[src/rtl/stx_arbiter_if.sv]
// rtl/stx_arbiter_if.sv - requester/transmitter side bundle of the serial-transmit arbiter
// master: arbiter side; slave: requesters and transmitter side.
interface stx_arbiter_if;
   logic [3:0]  Req;
   logic [31:0] Din;
   logic [3:0]  Ack;
   logic [1:0]  GrantId;
   logic        Busy;
   logic        Send;
   logic [7:0]  PDout;

   modport master (
      input  Req, Din,
      output Ack, GrantId, Busy, Send, PDout
   );

   modport slave (
      output Req, Din,
      input  Ack, GrantId, Busy, Send, PDout
   );
endinterface

[src/rtl/stx_arbiter.sv]
// rtl/stx_arbiter.sv - round-robin scheduler sharing one serial transmitter among four requesters
// One grant per frame; no new grant until the frame and its idle gap have elapsed.
module stx_arbiter #(
   parameter int FRAME_LEN = 9,
   parameter int GAP       = 2
) (
   input  logic          Clk,
   input  logic          Rst_n,
   stx_arbiter_if.master bus
);
   typedef enum logic [1:0] {S_IDLE, S_LOAD, S_SHIFT, S_GAP} state_t;

   state_t     state, state_nxt;
   logic [3:0] cnt, cnt_nxt;
   logic [1:0] last, last_nxt;
   logic [1:0] grant_id, grant_id_nxt;
   logic [7:0] pdout, pdout_nxt;
   logic [3:0] ack, ack_nxt;
   logic       send, send_nxt;
   logic       busy, busy_nxt;
   logic       found;
   logic [1:0] win;
   logic [1:0] idx;

   // Search starts just after the last winner, so the last winner is checked last.
   always_comb begin
      found = 1'b0;
      win   = last;
      idx   = last;
      for (int k = 1; k <= 4; k++) begin
         idx = last + 2'(k);
         if (!found && bus.Req[idx]) begin
            found = 1'b1;
            win   = idx;
         end
      end
   end

   always_comb begin
      state_nxt    = state;
      cnt_nxt      = cnt;
      last_nxt     = last;
      grant_id_nxt = grant_id;
      pdout_nxt    = pdout;
      ack_nxt      = 4'b0000;
      send_nxt     = 1'b0;
      busy_nxt     = busy;
      case (state)
         S_IDLE: begin
            busy_nxt = 1'b0;
            if (found) begin
               state_nxt    = S_LOAD;
               pdout_nxt    = bus.Din[8*win +: 8];
               grant_id_nxt = win;
               last_nxt     = win;
               send_nxt     = 1'b1;
               ack_nxt      = 4'b0001 << win;
               busy_nxt     = 1'b1;
            end
         end
         S_LOAD: begin
            cnt_nxt   = 4'(FRAME_LEN - 1);
            state_nxt = S_SHIFT;
            busy_nxt  = 1'b1;
         end
         S_SHIFT: begin
            busy_nxt = 1'b1;
            if (cnt == 4'd0) begin
               cnt_nxt   = 4'(GAP - 1);
               state_nxt = S_GAP;
            end else begin
               cnt_nxt = cnt - 4'd1;
            end
         end
         S_GAP: begin
            // Busy falls together with the return to IDLE so it covers LOAD..GAP exactly.
            if (cnt == 4'd0) begin
               state_nxt = S_IDLE;
               busy_nxt  = 1'b0;
            end else begin
               cnt_nxt  = cnt - 4'd1;
               busy_nxt = 1'b1;
            end
         end
         default: begin
            state_nxt = S_IDLE;
            busy_nxt  = 1'b0;
         end
      endcase
   end

   always_ff @(posedge Clk or negedge Rst_n) begin
      if (!Rst_n) begin
         state    <= S_IDLE;
         cnt      <= 4'd0;
         last     <= 2'd3;
         grant_id <= 2'd0;
         pdout    <= 8'h00;
         ack      <= 4'b0000;
         send     <= 1'b0;
         busy     <= 1'b0;
      end else begin
         state    <= state_nxt;
         cnt      <= cnt_nxt;
         last     <= last_nxt;
         grant_id <= grant_id_nxt;
         pdout    <= pdout_nxt;
         ack      <= ack_nxt;
         send     <= send_nxt;
         busy     <= busy_nxt;
      end
   end

   assign bus.Ack     = ack;
   assign bus.GrantId = grant_id;
   assign bus.Busy    = busy;
   assign bus.Send    = send;
   assign bus.PDout   = pdout;
endmodule

[src/flat_wrapper.sv]
// flat-port wrapper written by rule: the top's interface ports become plain ports
module stx_arbiter_flat 
#(
   parameter int FRAME_LEN = 9,
   parameter int GAP       = 2
)
  (Clk, Rst_n, bus_Req, bus_Din, bus_Ack, bus_GrantId, bus_Busy, bus_Send, bus_PDout);
  stx_arbiter_if bus_i ();
  input  logic Clk;
  input  logic Rst_n;
  input wire logic [$bits(bus_i.Req)-1:0] bus_Req;
  input wire logic [$bits(bus_i.Din)-1:0] bus_Din;
  output wire logic [$bits(bus_i.Ack)-1:0] bus_Ack;
  output wire logic [$bits(bus_i.GrantId)-1:0] bus_GrantId;
  output wire logic [$bits(bus_i.Busy)-1:0] bus_Busy;
  output wire logic [$bits(bus_i.Send)-1:0] bus_Send;
  output wire logic [$bits(bus_i.PDout)-1:0] bus_PDout;
  assign bus_i.Req = bus_Req;
  assign bus_i.Din = bus_Din;
  assign bus_Ack = bus_i.Ack;
  assign bus_GrantId = bus_i.GrantId;
  assign bus_Busy = bus_i.Busy;
  assign bus_Send = bus_i.Send;
  assign bus_PDout = bus_i.PDout;
  stx_arbiter #(.FRAME_LEN(FRAME_LEN), .GAP(GAP)) u_core (.Clk(Clk), .Rst_n(Rst_n), .bus(bus_i));
endmodule
[config.mk]
export PLATFORM = sky130hd
export DESIGN_NAME = stx_arbiter_flat
export DESIGN_NICKNAME = d
export VERILOG_FILES = /design/src/rtl/stx_arbiter_if.sv /design/src/rtl/stx_arbiter.sv /design/src/flat_wrapper.sv
export SDC_FILE = /design/constraint.sdc
export NUM_CORES = 1
export LEC_CHECK = 0
export CORE_MARGIN = 2
export CORE_UTILIZATION = 46
export DETAILED_ROUTE_END_ITERATION = 12
export PLACE_DENSITY = 0.95
export SETUP_SLACK_MARGIN = 0.02
export SLEW_MARGIN = 20
export SYNTH_ARGS = -nofsm -noshare
export SYNTH_HDL_FRONTEND = slang
export SYNTH_SLANG_ARGS = --single-unit
[constraint.sdc]
create_clock -name Clk -period 4.33 [get_ports Clk]
set_clock_uncertainty 0.15 [all_clocks]
set_input_delay 1.299 -clock Clk [delete_from_list [all_inputs] [get_ports Clk]]
set_output_delay 1.299 -clock Clk [all_outputs]
set_load 0.02 [all_outputs]
-- Word level (Yosys, flattened, before mapping)
Cells that the tools add are included.
W data, S select, Z words.
- add/sub/neg operators: 4
- multipliers: 0
- divide/modulo/power cells: 0
- order comparisons: 4
- equality and inequality tests: 7
- shift-type cells: 2
- muxes and demuxes: 29
- bitwise operators: 0
- reductions and logical operators: 13
- operators with widths (cell ; count):
    $shiftx A32 B6 Y8 ; 1
    $mux W4 ; 4
    $mux W2 ; 7
    $lt A2 B3 Y1 const B ; 4
    $pmux W4 S3 ; 1
    $mux W1 ; 11
    $bmux W1 S2 ; 4
    $pmux W2 S4 ; 1
    $ne A2 B1 Y1 const B ; 3
    $add A2 B2 Y2 const B ; 2
    $eq A2 B2 Y1 const B ; 2
    $logic_not A4 Y1 ; 1
    $reduce_and A2 Y1 ; 2
    $shl A1 B2 Y4 const A ; 1
    $sub A4 B1 Y4 const B ; 1
    $logic_and A1 B1 Y1 ; 3
    $logic_not A1 Y1 ; 3
    $pmux W1 S3 ; 1
    $reduce_and A3 Y1 ; 1
    $reduce_bool A3 Y1 ; 1
    $add A2 B1 Y2 const B ; 1
    $eq A2 B1 Y1 const B ; 1
    $logic_not A2 Y1 ; 1
    $ne A2 B2 Y1 const B ; 1
    $reduce_or A2 Y1 ; 1
- register bits after elaboration: 24
- latch bits: 0
- memory bits (writable): 0
- memory bits (read-only): 0
- output and inout port bits: 16
- word-level logic and storage cells: 67
- memories: 0

-- Depth between registers and ports, before layout
Gate-level depths: netlist of run 1.
- word-level depth: 16
- depth in mapped cells: 7
- depth with buffers taken out: 6

-- Worst setup path after synthesis of run 1
OpenSTA, ideal clock, no wires.
- kind: input to register
- from: in bus_Req[1]
- to: reg u_core.pdout[1], in the netlist u_core.bus.PDout[1]
- arrival time: 2273 ps
- setup slack: 1774 ps
- stages on the path: 6
- buffers on the path: 1
- path through: nor4_1 nand2b_1 inv_2 nand2b_1 buf_2 o221ai_2
- cells in the longest elaborated chain, start to end: 13
- elaborated cells on any way between the ends: 24
- those cells by class: 1 x shift; 16 x mux; 7 x reduce/logical
- ends and longest elaborated chain (item ; RTL line ; RTL):
    from (decl) ; flat_wrapper.sv:11 ; input wire logic [$bits(bus_i.Req)-1:0] bus_Req;
    $bmux W1 S2 ; stx_arbiter.sv:32 ; if (!found && bus.Req[idx]) begin
    $mux W1 (not written as such) ; stx_arbiter.sv:32 ;
    $mux W1 ; stx_arbiter.sv:32 ;
    $logic_not A1 Y1 ; stx_arbiter.sv:32 ;
    $logic_and A1 B1 Y1 ; stx_arbiter.sv:32 ;
    $mux W1 ; stx_arbiter.sv:32 ;
    $logic_not A1 Y1 ; stx_arbiter.sv:32 ;
    $logic_and A1 B1 Y1 ; stx_arbiter.sv:32 ;
    $mux W1 ; stx_arbiter.sv:32 ;
    $logic_not A1 Y1 ; stx_arbiter.sv:32 ;
    $logic_and A1 B1 Y1 ; stx_arbiter.sv:32 ;
    $mux W2 / $mux W1 (equally long branches) ; stx_arbiter.sv:32 ;
    $shiftx A32 B6 Y8 / $reduce_and A2 Y1 (equally long branches) ; -- ;
    to (signal assigned) ; stx_arbiter.sv:107 ; pdout <= pdout_nxt;
    to (decl) ; stx_arbiter.sv:17 ; logic [7:0] pdout, pdout_nxt;
Parallel ways exist; a longest one is shown, timed or not. The select of a mux whose other input is x is not followed.
A chain may end at the register's enable or synchronous reset.

-- Final worst setup path of run 1
Same ends and word-level chain as after synthesis.

==> results of run 1 <==
## area by class of cell
type | count | area, um2 | share of cell area, %
Clock buffer | 3 | 22.52 | 1.153
Tap cell | 31 | 38.79 | 1.986
Timing Repair Buffer | 54 | 533.0 | 27.29
Multi-Input combinational cell | 92 | 695.7 | 35.62
Clock inverter | 1 | 30.03 | 1.537
Inverter | 8 | 30.03 | 1.537
Sequential cell | 24 | 603.1 | 30.88
## metal layers
metal,vias up,part of all wire (%),wire length (um)
met3,6,8.3,265
li1,565,-,-
met4,0,1.9,59
met1,565,40,1278
met2,73,50,1585
met5,-,0,0
## Yosys cell counts, types with 2 or more instances
master / count
dfrtp_1: 22
mux2i_1: 16
nand2_1: 15
nor2_1: 13
a21oi_1: 8
o221ai_2: 8
inv_1: 6
ha_1: 5
o21ai_0: 4
clkbuf_1: 3
nand2b_1: 3
nor3_1: 3
buf_6: 2
dfstp_2: 2
inv_2: 2
nand2b_2: 2
o21a_1: 2
## report_power, final
group | internal, W | switching, W | total (W)
Clock | 0.0000936 | 0.0000690 | 0.000163
Combinational | 0.000370 | 0.000431 | 0.000801
Sequential | 0.000335 | 0.0000782 | 0.000413
## kinds of logic after synthesis
group	after synthesis	synth area share [%]
AOI/OAI and AO/OA	31	20.95
DFF	24	44.10
muxes	17	12.53
and+or+nand+nor	39	12.81
buffers and inverters	14	5.032
adders and majority gates	5	4.575
## per-stage QoR
step	setup WS [ns]	utilization [%]	std cells
4_1_cts	0.9153	70.40	213
3_3_place_gp	0.7805	68.51	209
5_1_grt	0.7270	70.22	213
2_1_floorplan	1.774	-	130
6_report	0.9000	70.22	213
3_5_place_dp	0.5848	68.51	209
## state kept, by name, indices dropped and copies added (netlist names)
signal	cells
u_core.bus.PDout	8
u_core.bus.Ack	4
u_core.cnt	4
u_core.bus.GrantId	2
u_core.last	2
u_core.state	2
u_core.bus.Busy	1
u_core.bus.Send	1
## placed cells by master, fill, tap and decap left out, types with 3 or more instances in the layout
cell             count
clkdlybuf4s50_1     52
clkbuf_4             3
o221ai_2             8
a21oi_1              8
nor2_1              13
nor3_1               3
o21ai_0              4
nand2b_1             3
dfrtp_1             22
mux2i_1             16
ha_1                 5
inv_1                6
nand2_1             15
## worst reg2reg max path, delay by kind of cell, from the launching register on
kind                     cells  cell delay [ns]
AND/OR/NAND/NOR              2             0.71
flip-flops                   1             0.43
adder cells (fa/ha/maj)      1             0.40
buffers and inverters        2             0.33
AO/OA/AOI/OAI                1             0.26
## worst max path at each step
stage               depth (start not counted)             endpoint  slack [ns]       start
finish                                      6  u_core.bus.PDout[1]        0.90  bus_Req[1]
global route                                6  u_core.bus.PDout[1]        0.73  bus_Req[0]
CTS                                         6  u_core.bus.PDout[1]        0.92  bus_Req[1]
detailed placement                          6  u_core.bus.PDout[5]        0.58  bus_Req[1]
global placement                            6  u_core.bus.PDout[3]        0.78  bus_Req[1]
floorplan                                   6  u_core.bus.PDout[1]        1.77  bus_Req[1]
==> impl_metrics.ini, run 1 <==
[grt]
grt_use_met2_pct = 36.92
globalRouteOverflowTotal = 0
gr-usage-all-layers_pct = 22.39
busiest_layer = met2
antenna_found_initial = 0
met1_usage_pct = 27.35
grtUsageMet3_pct = 5.934
grt_pass1_wl_um = 5761
grt_max_degree = 25
grt_pass1_vias = 1266

[worst_hold_path]
min_from = u_core.bus.PDout[3]
min_path_cells = 2
hp-class = reg -> reg
holdPathEnd = u_core.bus.PDout[3]

[power_and_ir_drop]
vdd_drop_max_mv = 0.4632
power_leakage_nw = 0.8538
cellPowerDensity_mw_per_mm2 = 705.1
finalPower_w = 0.001377

[setup_path]
cp_slowest_cell = clkdlybuf4s50_1
cpPeakStageDelay_ns = 0.48
path_class = in -> reg
critPathTopFamily = simple AND/OR/NAND/NOR gates
r2r_cells = 6
arrival_ns = 3.47
r2r_start = u_core.state[0]
path_cells = clkdlybuf4s50_1 -> nor4_1 -> nand2b_1 -> inv_2 -> nand2b_1 -> o221ai_2
end_kind = flop
path_max_fanout = 12
worstPathRequired_ns = 4.38
crit_path_start_kind = input pin
timing.rr.end = u_core.bus.PDout[1]
cp_common_cell = nand2b_1
worst-path-buf-inv = 2
r2r_setup_slack_ns = 1.98

[detailed_routing]
dr.pass1.iters = 4
wire_per_inst_um = 14.97
via_count = 1209
vias_per_cell = 5.676
drc = 0
drt_iter0_drc = 82
ant_nets = 0
wirelength_um = 3189

[floorplan]
rows = 19
core-area_mm2 = 0.002781
die_w_um = 58.53
die_area_mm2 = 0.003425
start_util_pct = 49.17
die_h_um = 58.53
boundaryPins = 54

[clock_tree]
post_cts_buffers = 0
ctsResizeCount = 0
htree_levels = 1
cts_root_buf = clkbuf_4
cts_made_buffers = 3
clock-sinks = 24
insertion_delay_ns = 0.32
ctsHoldBuffers = 0
cts_tree = built
clk_pin_slew_ns = 0.14
cts.path.max_buffers = 2

[synth]
syn_area_mm2 = 0.001368
synth.distinct_cells = 31
ys.flop_type = dfrtp_1
syn_inst = 130
synthArstFlopShare_pct = 100.0
synth_seq_cells = 24
synth_top_area_share_pct = 40.26
synth_top_area_cell = dfrtp_1
yosysWarningCount = 0
synth_edf_count = 0
syn-num-nets = 173
yosysSeqAreaShare_pct = 44.10
yosys-top-cells-area = dfrtp_1 40%, mux2i_1 12%, o221ai_2 8.8%
avgSynthCellArea_um2 = 10.52

[sta]
rsz0062_at_grt = no
fmax_mhz = 291.5
relSlewSlack_pct = 60.23
worstMarginPinSlew_ns = 0.5965
hold_violations = 0
fin_crit_ns = 3.430
maxSlewViolCount = 0
fin_crit_sh_pct = 79.21
finalSetupViolations = 0
setup_tns_ns = 0
holdWs_ns = 0.3649

[finish]
fin_nets = 226
stdcell_area_mm2 = 0.001953
area_delta_synth_final_pct = 42.82
nFillCells = 179
drive_above_1_share_pct = 12.64
n_antenna_cell = 0

[run_status]
outcome = finished clean

[placed_design]
placed_area_mm2 = 0.001906
numPortBuffers = 53
place.gp.congestion = 0.7850
dp_hpwl_um = 2492

[flow_run]
drv_cap = 0
Note: power is estimated with default switching activity, not from simulation.
==> run 2: changes to the inputs <==
--- a/config.mk
+++ b/config.mk
@@ -6,9 +6,9 @@
 export NUM_CORES = 1
 export LEC_CHECK = 0
 export CORE_MARGIN = 2
-export CORE_UTILIZATION = 46
+export CORE_UTILIZATION = 39
 export DETAILED_ROUTE_END_ITERATION = 12
-export PLACE_DENSITY = 0.95
+export PLACE_DENSITY = 0.88
 export SETUP_SLACK_MARGIN = 0.02
 export SLEW_MARGIN = 20
 export SYNTH_ARGS = -nofsm -noshare
==> constraint.sdc (replaced) <==
create_clock -name Clk -period 2.9 [get_ports Clk]
set_clock_uncertainty 0.15 [all_clocks]
set_input_delay 0.87 -clock Clk [delete_from_list [all_inputs] [get_ports Clk]]
set_output_delay 0.87 -clock Clk [all_outputs]
set_load 0.02 [all_outputs]
==> impl_metrics.ini, run 2 (synthesis gave the netlist of run 1 again) <==
[run_status]
outcome = finished clean

[detailed_routing]
dr.pass1.iters = 4
wirelength_um = 3075
wire_per_inst_um = 13.25
via_count = 1135
drt_iter0_drc = 39
vias_per_cell = 4.892
drc = 0
ant_nets = 0

[floorplan]
rows = 21
core-area_mm2 = 0.003363
boundaryPins = 54
die_h_um = 63.22
start_util_pct = 40.66
die_w_um = 63.22
die_area_mm2 = 0.003996

[power_and_ir_drop]
p_sw_share_pct = 41.87
combPwrFrac_pct = 60.8
cellPowerDensity_mw_per_mm2 = 1007
vdd_drop_max_mv = 0.5085
pwr-share-seq_pct = 30.4
p_clk_share_pct = 8.8
p_int_w = 0.001172
power_leakage_nw = 0.8696
power.switching_w = 0.0008445

[setup_path]
cp-startpoint = bus_Req[2]
end_kind = flop
cp_slowest_cell = clkdlybuf4s50_1
path_class = in -> reg
r2r_start = u_core.last[0]
path_max_fanout = 21
cpPeakStageDelay_ns = 0.52
arrival_ns = 2.52
crit_path_start_kind = input pin
path_cells = clkdlybuf4s50_1 -> nand2b_1 -> a21oi_1 -> a221oi_4 -> buf_12 -> mux2i_1 -> o221ai_2
worstPathRequired_ns = 2.95

[finish]
utilization_pct = 59.56
n_antenna_cell = 0
fin_nets = 230
layout_commonest_cell = clkdlybuf4s50_1
drive_above_1_share_pct = 13.98
nFillCells = 317
area_delta_synth_final_pct = 46.48
largest_reg_flops = 8
most-common-layout-cells = 53 x clkdlybuf4s50_1, 22 x dfrtp_1, 16 x mux2i_1

[clock_tree]
cts_root_buf = clkbuf_4
cts_made_buffers = 3
insertion_delay_ns = 0.32
htree_levels = 1
cts.path.max_buffers = 2
clk_pin_slew_ns = 0.12
cts_tree = built
ctsHoldBuffers = 0
ctsResizeCount = 0
clock-sinks = 24
post_cts_buffers = 0

[placed_design]
numPortBuffers = 53
place.gp.congestion = 0.8234
dp_hpwl_um = 2433

[worst_hold_path]
hp-class = reg -> reg
min_from = u_core.bus.PDout[0]

[sta]
setup_tns_ns = 0
fin_crit_ns = 2.471
rsz0062_at_grt = no
fmax_mhz = 404.7
maxSlewViolCount = 0
relSlewSlack_pct = 73.91
fin_crit_sh_pct = 85.20
finalSetupViolations = 0
worstMarginPinSlew_ns = 0.3914
hold_violations = 0

[grt]
grt_use_met2_pct = 29.52
globalRouteOverflowTotal = 0
grt_pass1_vias = 1163
gr-usage-all-layers_pct = 16.61
antenna_found_initial = 0
met1_usage_pct = 20.73
grt_pass1_wl_um = 5264
grt_max_degree = 25
grtUsageMet3_pct = 2.143
busiest_layer = met2

[flow_run]
drv_cap = 0
## run 2: per-stage QoR
stage / setup slack [ns] / instances / instance area [um2] / power, W / hold slack (ns)
floorplan: 0.7729 / 130 / 1368 / 0.001430 / 0.3279
global placement: 0.1552 / 228 / 1967 / 0.001817 / 0.3237
detailed placement: 0.08655 / 228 / 1967 / 0.001852 / 0.3235
CTS: 0.4187 / 232 / 2003 / 0.002030 / 0.3627
global route: 0.3517 / 232 / 2003 / 0.002166 / 0.3858
finish: 0.4291 / 232 / 2003 / 0.002017 / 0.3611
## run 2: cell type report
class                           instances  area [um2]  area share, %
Clock buffer                            4       36.28          1.811
Timing Repair Buffer                   58       580.6          28.98
Inverter                                8       30.03          1.499
Multi-Input combinational cell         92       695.7          34.73
Tap cell                               46       57.56          2.873
Sequential cell                        24       603.1          30.11
## run 2: critical path, delay by kind of cell
family	cells	cell delay, ns
AOI/OAI and AO/OA	3	0.47
buffers and inverters	2	0.75
and+or+nand+nor	1	0.12
muxes	1	0.30
## run 2: routing by layer
layer  vias to the layer above  wire length (um)  share of wire [%]
met5                         -                 0                  0
met1                       527              1346                 44
met4                         0                42                1.4
li1                        574                 -                  -
met2                        30              1559                 51
met3                         4               126                4.1
## run 2: path summary, 6_finish.rpt
path                       cells after the start  slack (ns)             endpoint
setup / recovery                               7        0.43  u_core.bus.PDout[7]
hold / removal                                 2        0.36  u_core.bus.PDout[0]
setup reg to reg                               6        0.87  u_core.bus.PDout[7]
hold reg to reg                                2        0.36  u_core.bus.PDout[0]
max in group asynchronous                      2        1.57       u_core.last[1]
min in group asynchronous                      2        0.73        u_core.cnt[3]
## run 2: power groups by stage
| stage | combinational, W | sequential [W] | clock [W] |
|---|---|---|---|
| after floorplan | 0.000716 | 0.000715 | 0 |
| after global placement | 0.00120 | 0.000616 | 0 |
| after detailed placement | 0.00123 | 0.000618 | 0 |
| after CTS | 0.00124 | 0.000614 | 0.000177 |
| after global routing | 0.00134 | 0.000635 | 0.000192 |
| final | 0.00123 | 0.000614 | 0.000177 |
